<file path="config.mk">
export PLATFORM = sky130hd
export DESIGN_NAME = modulo_product
export DESIGN_NICKNAME = d
export VERILOG_FILES = /design/src/rtl/modulo_product.sv
export SDC_FILE = /design/constraint.sdc
export NUM_CORES = 2
export LEC_CHECK = 0
export CORE_MARGIN = 5
export CORE_UTILIZATION = 52
export CTS_BUF_LIST = sky130_fd_sc_hd__clkbuf_2 sky130_fd_sc_hd__clkbuf_4 sky130_fd_sc_hd__clkbuf_8
export DETAILED_ROUTE_END_ITERATION = 7
export PLACE_DENSITY = 0.88
export REMOVE_ABC_BUFFERS = 1
export SYNTH_ARGS = -nofsm -noshare
export SYNTH_HDL_FRONTEND = slang
export SYNTH_SLANG_ARGS = --single-unit
</file>
<file path="constraint.sdc">
create_clock -name clk -period 12.15 [get_ports clk]
set_clock_uncertainty 0.1 [all_clocks]
set_input_delay 2.43 -clock clk [delete_from_list [all_inputs] [get_ports clk]]
set_output_delay 2.43 -clock clk [all_outputs]
set_load 0.1 [all_outputs]
</file>
<file path="src/rtl/modulo_product.sv">
// Montgomery-domain operand prep: m = a * 2^WIDTH mod N by WIDTH serial modular doublings.
// Optional MODPROD_INPUT_REDUCE_EN adds a one-cycle input reduction so a < 2N is accepted.
module modulo_product #(
  parameter int WIDTH = 256
) (
  input  logic             clk,
  input  logic             rst_n,
  input  logic             start,
  input  logic [WIDTH-1:0] N,
  input  logic [WIDTH-1:0] a,
  output logic [WIDTH-1:0] m,
  output logic             finish,
  output logic             busy
);

  localparam int CW = $clog2(WIDTH + 1);

  typedef enum logic [1:0] {
    S_IDLE,
    S_REDUCE,
    S_CALC,
    S_DONE
  } state_e;

  state_e           state_q, state_d;
  logic [WIDTH-1:0] t_q, t_d;
  logic [WIDTH-1:0] n_q, n_d;
  logic [CW-1:0]    count_q, count_d;
  logic [WIDTH-1:0] m_q, m_d;
  logic             finish_q, finish_d;
  logic             busy_q, busy_d;

  // Doubling and trial subtraction at WIDTH+1 bits; bit WIDTH of the difference is the borrow.
  logic [WIDTH:0] dbl;
  logic [WIDTH:0] dbl_sub;
  assign dbl     = {t_q, 1'b0};
  assign dbl_sub = dbl - {1'b0, n_q};

`ifdef MODPROD_INPUT_REDUCE_EN
  logic [WIDTH:0] red_sub;
  assign red_sub = {1'b0, t_q} - {1'b0, n_q};
`endif

  always_comb begin
    // NOTE: every _d gets a default up front so no path through the case infers a latch.
    state_d  = state_q;
    t_d      = t_q;
    n_d      = n_q;
    count_d  = count_q;
    m_d      = m_q;
    finish_d = (state_q == S_DONE);
    busy_d   = (state_q != S_IDLE);

    unique case (state_q)
      S_IDLE: begin
        if (start) begin
          n_d     = N;
          t_d     = a;
          count_d = '0;
`ifdef MODPROD_INPUT_REDUCE_EN
          state_d = S_REDUCE;
`else
          state_d = S_CALC;
`endif
        end
      end
`ifdef MODPROD_INPUT_REDUCE_EN
      S_REDUCE: begin
        if (!red_sub[WIDTH]) t_d = red_sub[WIDTH-1:0];
        state_d = S_CALC;
      end
`endif
      S_CALC: begin
        t_d     = dbl_sub[WIDTH] ? dbl[WIDTH-1:0] : dbl_sub[WIDTH-1:0];
        count_d = count_q + CW'(1);
        if (count_q == CW'(WIDTH - 1)) state_d = S_DONE;
      end
      S_DONE: begin
        m_d     = t_q;
        state_d = S_IDLE;
      end
      default: state_d = S_IDLE;
    endcase
  end

  // NOTE: state is updated with non-blocking assignments so all flops sample pre-edge values.
  always_ff @(posedge clk or negedge rst_n) begin
    if (!rst_n) begin
      state_q  <= S_IDLE;
      t_q      <= '0;
      n_q      <= '0;
      count_q  <= '0;
      m_q      <= '0;
      finish_q <= 1'b0;
      busy_q   <= 1'b0;
    end else begin
      state_q  <= state_d;
      t_q      <= t_d;
      n_q      <= n_d;
      count_q  <= count_d;
      m_q      <= m_d;
      finish_q <= finish_d;
      busy_q   <= busy_d;
    end
  end

  assign m      = m_q;
  assign finish = finish_q;
  assign busy   = busy_q;

endmodule

</file>
==> results.py <==
metrics = {
    "status": {
        "status": "finished, violations left",
        "violations": "design-rule violations",
    },
    "grt": {
        "grt_max_degree": 212,
        "grt_pass1_wl_mm": 347.4,
        "antenna_found_initial": 24,
        "track_usage_pct": 42.22,
        "grt_pass1_vias": 54396,
        "overflow": 0,
    },
    "power": {
        "ir_worst_vdd_v": 0.0006367,
        "switching_share_pct": 52.95,
        "clockPowerShare_pct": 14.4,
        "powerDensity_mw_per_mm2": 290.3,
        "power.share.sequential_pct": 21.6,
        "combPwrFrac_pct": 64.0,
        "p_sw_w": 0.009798,
        "p_leak_nw": 27.02,
        "intPower_w": 0.008707,
    },
    "synth": {
        "synth_warnings": 0,
        "synth_area_leaders": "dfrtp_1 37%, o21ai_0 7.6%, nand2_1 6.7%, ha_1 6.1%, a21oi_1 6.0%",
        "synth.distinct_cells": 77,
        "syn_inst": 6511,
        "syn_avg_cell_area_sq_um": 8.050,
        "yosys.area.top_type": "dfrtp_1",
        "yosys_register_bits": 781,
        "yosys.area.top_type_share_pct": 37.29,
        "ys_seq_area_share_pct": 37.29,
        "synth_edf_count": 0,
        "async_flop_share_pct": 100.0,
        "synth_area_sq_mm": 0.05242,
        "synth_flop_cell": "dfrtp_1",
    },
    "clock_tree": {
        "numCtsBuffers": 136,
        "cts_hold_buf": 0,
        "htreeDepth": 4,
        "ctsResizeCount": 0,
        "cts.sinks": 781,
        "cts.clk_slew.worst_paths_ns": 0.06,
        "cts_tree": "built",
        "clockRootBuffer": "clkbuf_8",
        "worstSkewPairLatency_ns": 0.89,
        "clockBufferDepth": 3,
        "cts_setup_buffers": 0,
    },
    "sta": {
        "timing.fmax_mhz": 141.5,
        "rsz0062_at_grt": "false",
        "layout_min_cycle_time_ns": 7.066,
        "worstMarginPinSlew_ns": 1.347,
        "hold_violations": 0,
        "finalSetupViolations": 0,
        "period_share_pct": 58.16,
        "slew_violations": 0,
        "max_slew_margin_pct": 10.02,
        "whs_ns": 0.3895,
        "setup_slack_ns": 5.084,
    },
    "critical_path": {
        "path_max_fanout": 85,
        "arrival_ns": 7.70,
        "critPathLaunchType": "register",
        "crit_type": "reg2reg",
        "crit_path_end_kind": "register",
        "rr_startpoint": "t_q[0]",
        "required_ns": 12.78,
        "worstSetupStartpoint": "t_q[0]",
    },
    "floorplanning": {
        "die_area_sq_mm": 0.1073,
        "start_util_pct": 52.34,
        "rows": 116,
        "die_width_microns": 327.5,
        "die_h_microns": 327.5,
        "placeableCoreArea_sq_mm": 0.1001,
        "ios": 773,
    },
    "cells_and_area": {
        "fill_cells": 8373,
        "layout-drive-gt1-share_pct": 8.503,
        "syn_to_final_growth_pct": 21.61,
        "fin_nets": 7857,
        "multi_input_area_sq_mm": 0.03014,
        "seqCellArea_sq_mm": 0.01954,
    },
    "routing": {
        "routed_via_density": 6.540,
        "ant_nets": 0,
        "wire_per_inst_microns": 27.75,
        "drt_iter0_drc": 7032,
        "drcViolationCount": 26,
        "dr_total_vias": 55545,
        "drtPass1Iterations": 8,
        "totalWireLength_mm": 235.7,
    },
    "hold_path": {
        "hold_start": "count_q[3]",
        "min_path_type": "reg2reg",
    },
    "place": {
        "place_congestion": 1.058,
        "place_ws_ns": 5.429,
        "io_buffer_count": 772,
        "hpwl_mm": 183.3,
    },
    "run": {
        "maxCapViolCount": 0,
    },
}
[cell usage in the layout, fill, tap and decap left out, drive strengths merged, types with 24 or more instances in the layout]
cell type / Yosys / layout
clkdlybuf4s50: 0 / 758
o211ai: 43 / 43
nand2: 937 / 937
o21a: 39 / 39
nor2: 499 / 499
o21bai: 94 / 94
dfrtp: 781 / 781
ha: 257 / 257
a31oi: 43 / 43
a221oi: 34 / 34
a211oi: 143 / 143
buf: 56 / 65
nand2b: 24 / 24
o21ai: 979 / 979
nor4: 30 / 30
xor2: 100 / 100
o22ai: 52 / 52
inv: 341 / 349
nand4: 156 / 156
o31ai: 32 / 32
xnor2: 140 / 140
a21o: 65 / 65
mux2: 258 / 258
a21oi: 626 / 626
nand3: 100 / 100
a21boi: 29 / 29
nor3: 97 / 97
clkbuf: 332 / 206
[state kept, by name, summed over array words and instances, names as in the netlist]
signal	cells
finish	1
busy	1
count_q	9
state_q	2
m	256
n_q	256
t_q	256
[stage by stage]
step | std cells | util, % | setup TNS (ns) | total power (W) | area [sq um]
2_1_floorplan | 6123 | - | -4506.41 | 0.01170 | 50890
3_3_place_gp | 8244 | 60.69 | 0 | 0.01523 | 60780
3_5_place_dp | 8244 | 60.69 | 0 | 0.01535 | 60780
4_1_cts | 8484 | 63.63 | 0 | 0.01807 | 63720
5_1_grt | 8489 | 63.64 | 0 | 0.01948 | 63730
6_report | 8493 | 63.65 | 0 | 0.01851 | 63740
[critical path, stage by stage (launching register included)]
cell	delay, ns
dfrtp_1	0.43
fa_1	0.48
a21o_1	0.22
a221oi_2	0.37
o21ai_2	0.14
a21oi_1	0.39
o311a_1	0.39
a2111oi_2	0.11
nor2_1	0.73
o21a_1	0.51
o41a_1	0.57
o41ai_4	0.20
xnor2_4	0.51
buf_4	0.81
nor2_1	0.12
a211oi_1	0.66
o21ai_1	0.15
[cell families after synthesis]
family / after synthesis / share of synthesized area, %
compound gates: 2293 / 25.51
xor+xnor: 240 / 4.025
fa+ha+maj: 258 / 6.173
buf+inv: 729 / 5.354
flops: 781 / 37.29
mux: 261 / 5.607
simple gates: 1949 / 16.05
[layout make-up]
type,instances,area share (%)
Clock inverter,34,0.5496
Clock buffer,206,4.065
Timing Repair Buffer,823,12.84
Sequential cell,781,30.66
Antenna cell,9,0.03533
Multi-Input combinational cell,5001,47.29
Tap cell,1298,2.548
Inverter,341,2.016
[final timing paths]
| kind | to | slack (ns) | cells past startpoint |
|---|---|---|---|
| min in group asynchronous | n_q[199] | 1.52 | 1 |
| max in group asynchronous | m[31] | 7.81 | 3 |
| setup / recovery | t_q[58] | 5.08 | 16 |
| hold / removal | count_q[3] | 0.39 | 1 |
| hold reg to reg | count_q[3] | 0.39 | 1 |
| setup reg to reg | t_q[58] | 5.08 | 16 |
[metal layers]
layer,track usage (%),share of wire [%]
met2,66.84,45
met5,0.7699,0.10
met3,10.61,10
met4,19.26,5.4
met1,54.78,39
[power groups by stage]
| stage | clock, W | sequential [W] | combinational, W |
|---|---|---|---|
| after floorplan | 0 | 0.00391 | 0.00779 |
| after global placement | 0 | 0.00396 | 0.0113 |
| after detailed placement | 0 | 0.00400 | 0.0114 |
| after CTS | 0.00266 | 0.00396 | 0.0114 |
| after global routing | 0.00279 | 0.00404 | 0.0126 |
| final | 0.00266 | 0.00400 | 0.0118 |
[synth_stat cells (all sizes together), types with 56 or more instances]
cell,count
a21o,65
nand2,937
a211oi,143
dfrtp,781
o21ai,979
ha,257
clkbuf,332
mux2,258
inv,341
xor2,100
o21bai,94
buf,56
a21oi,626
nand4,156
nor3,97
nor2,499
xnor2,140
nand3,100
No activity file was read; power rests on OpenSTA's default activity.
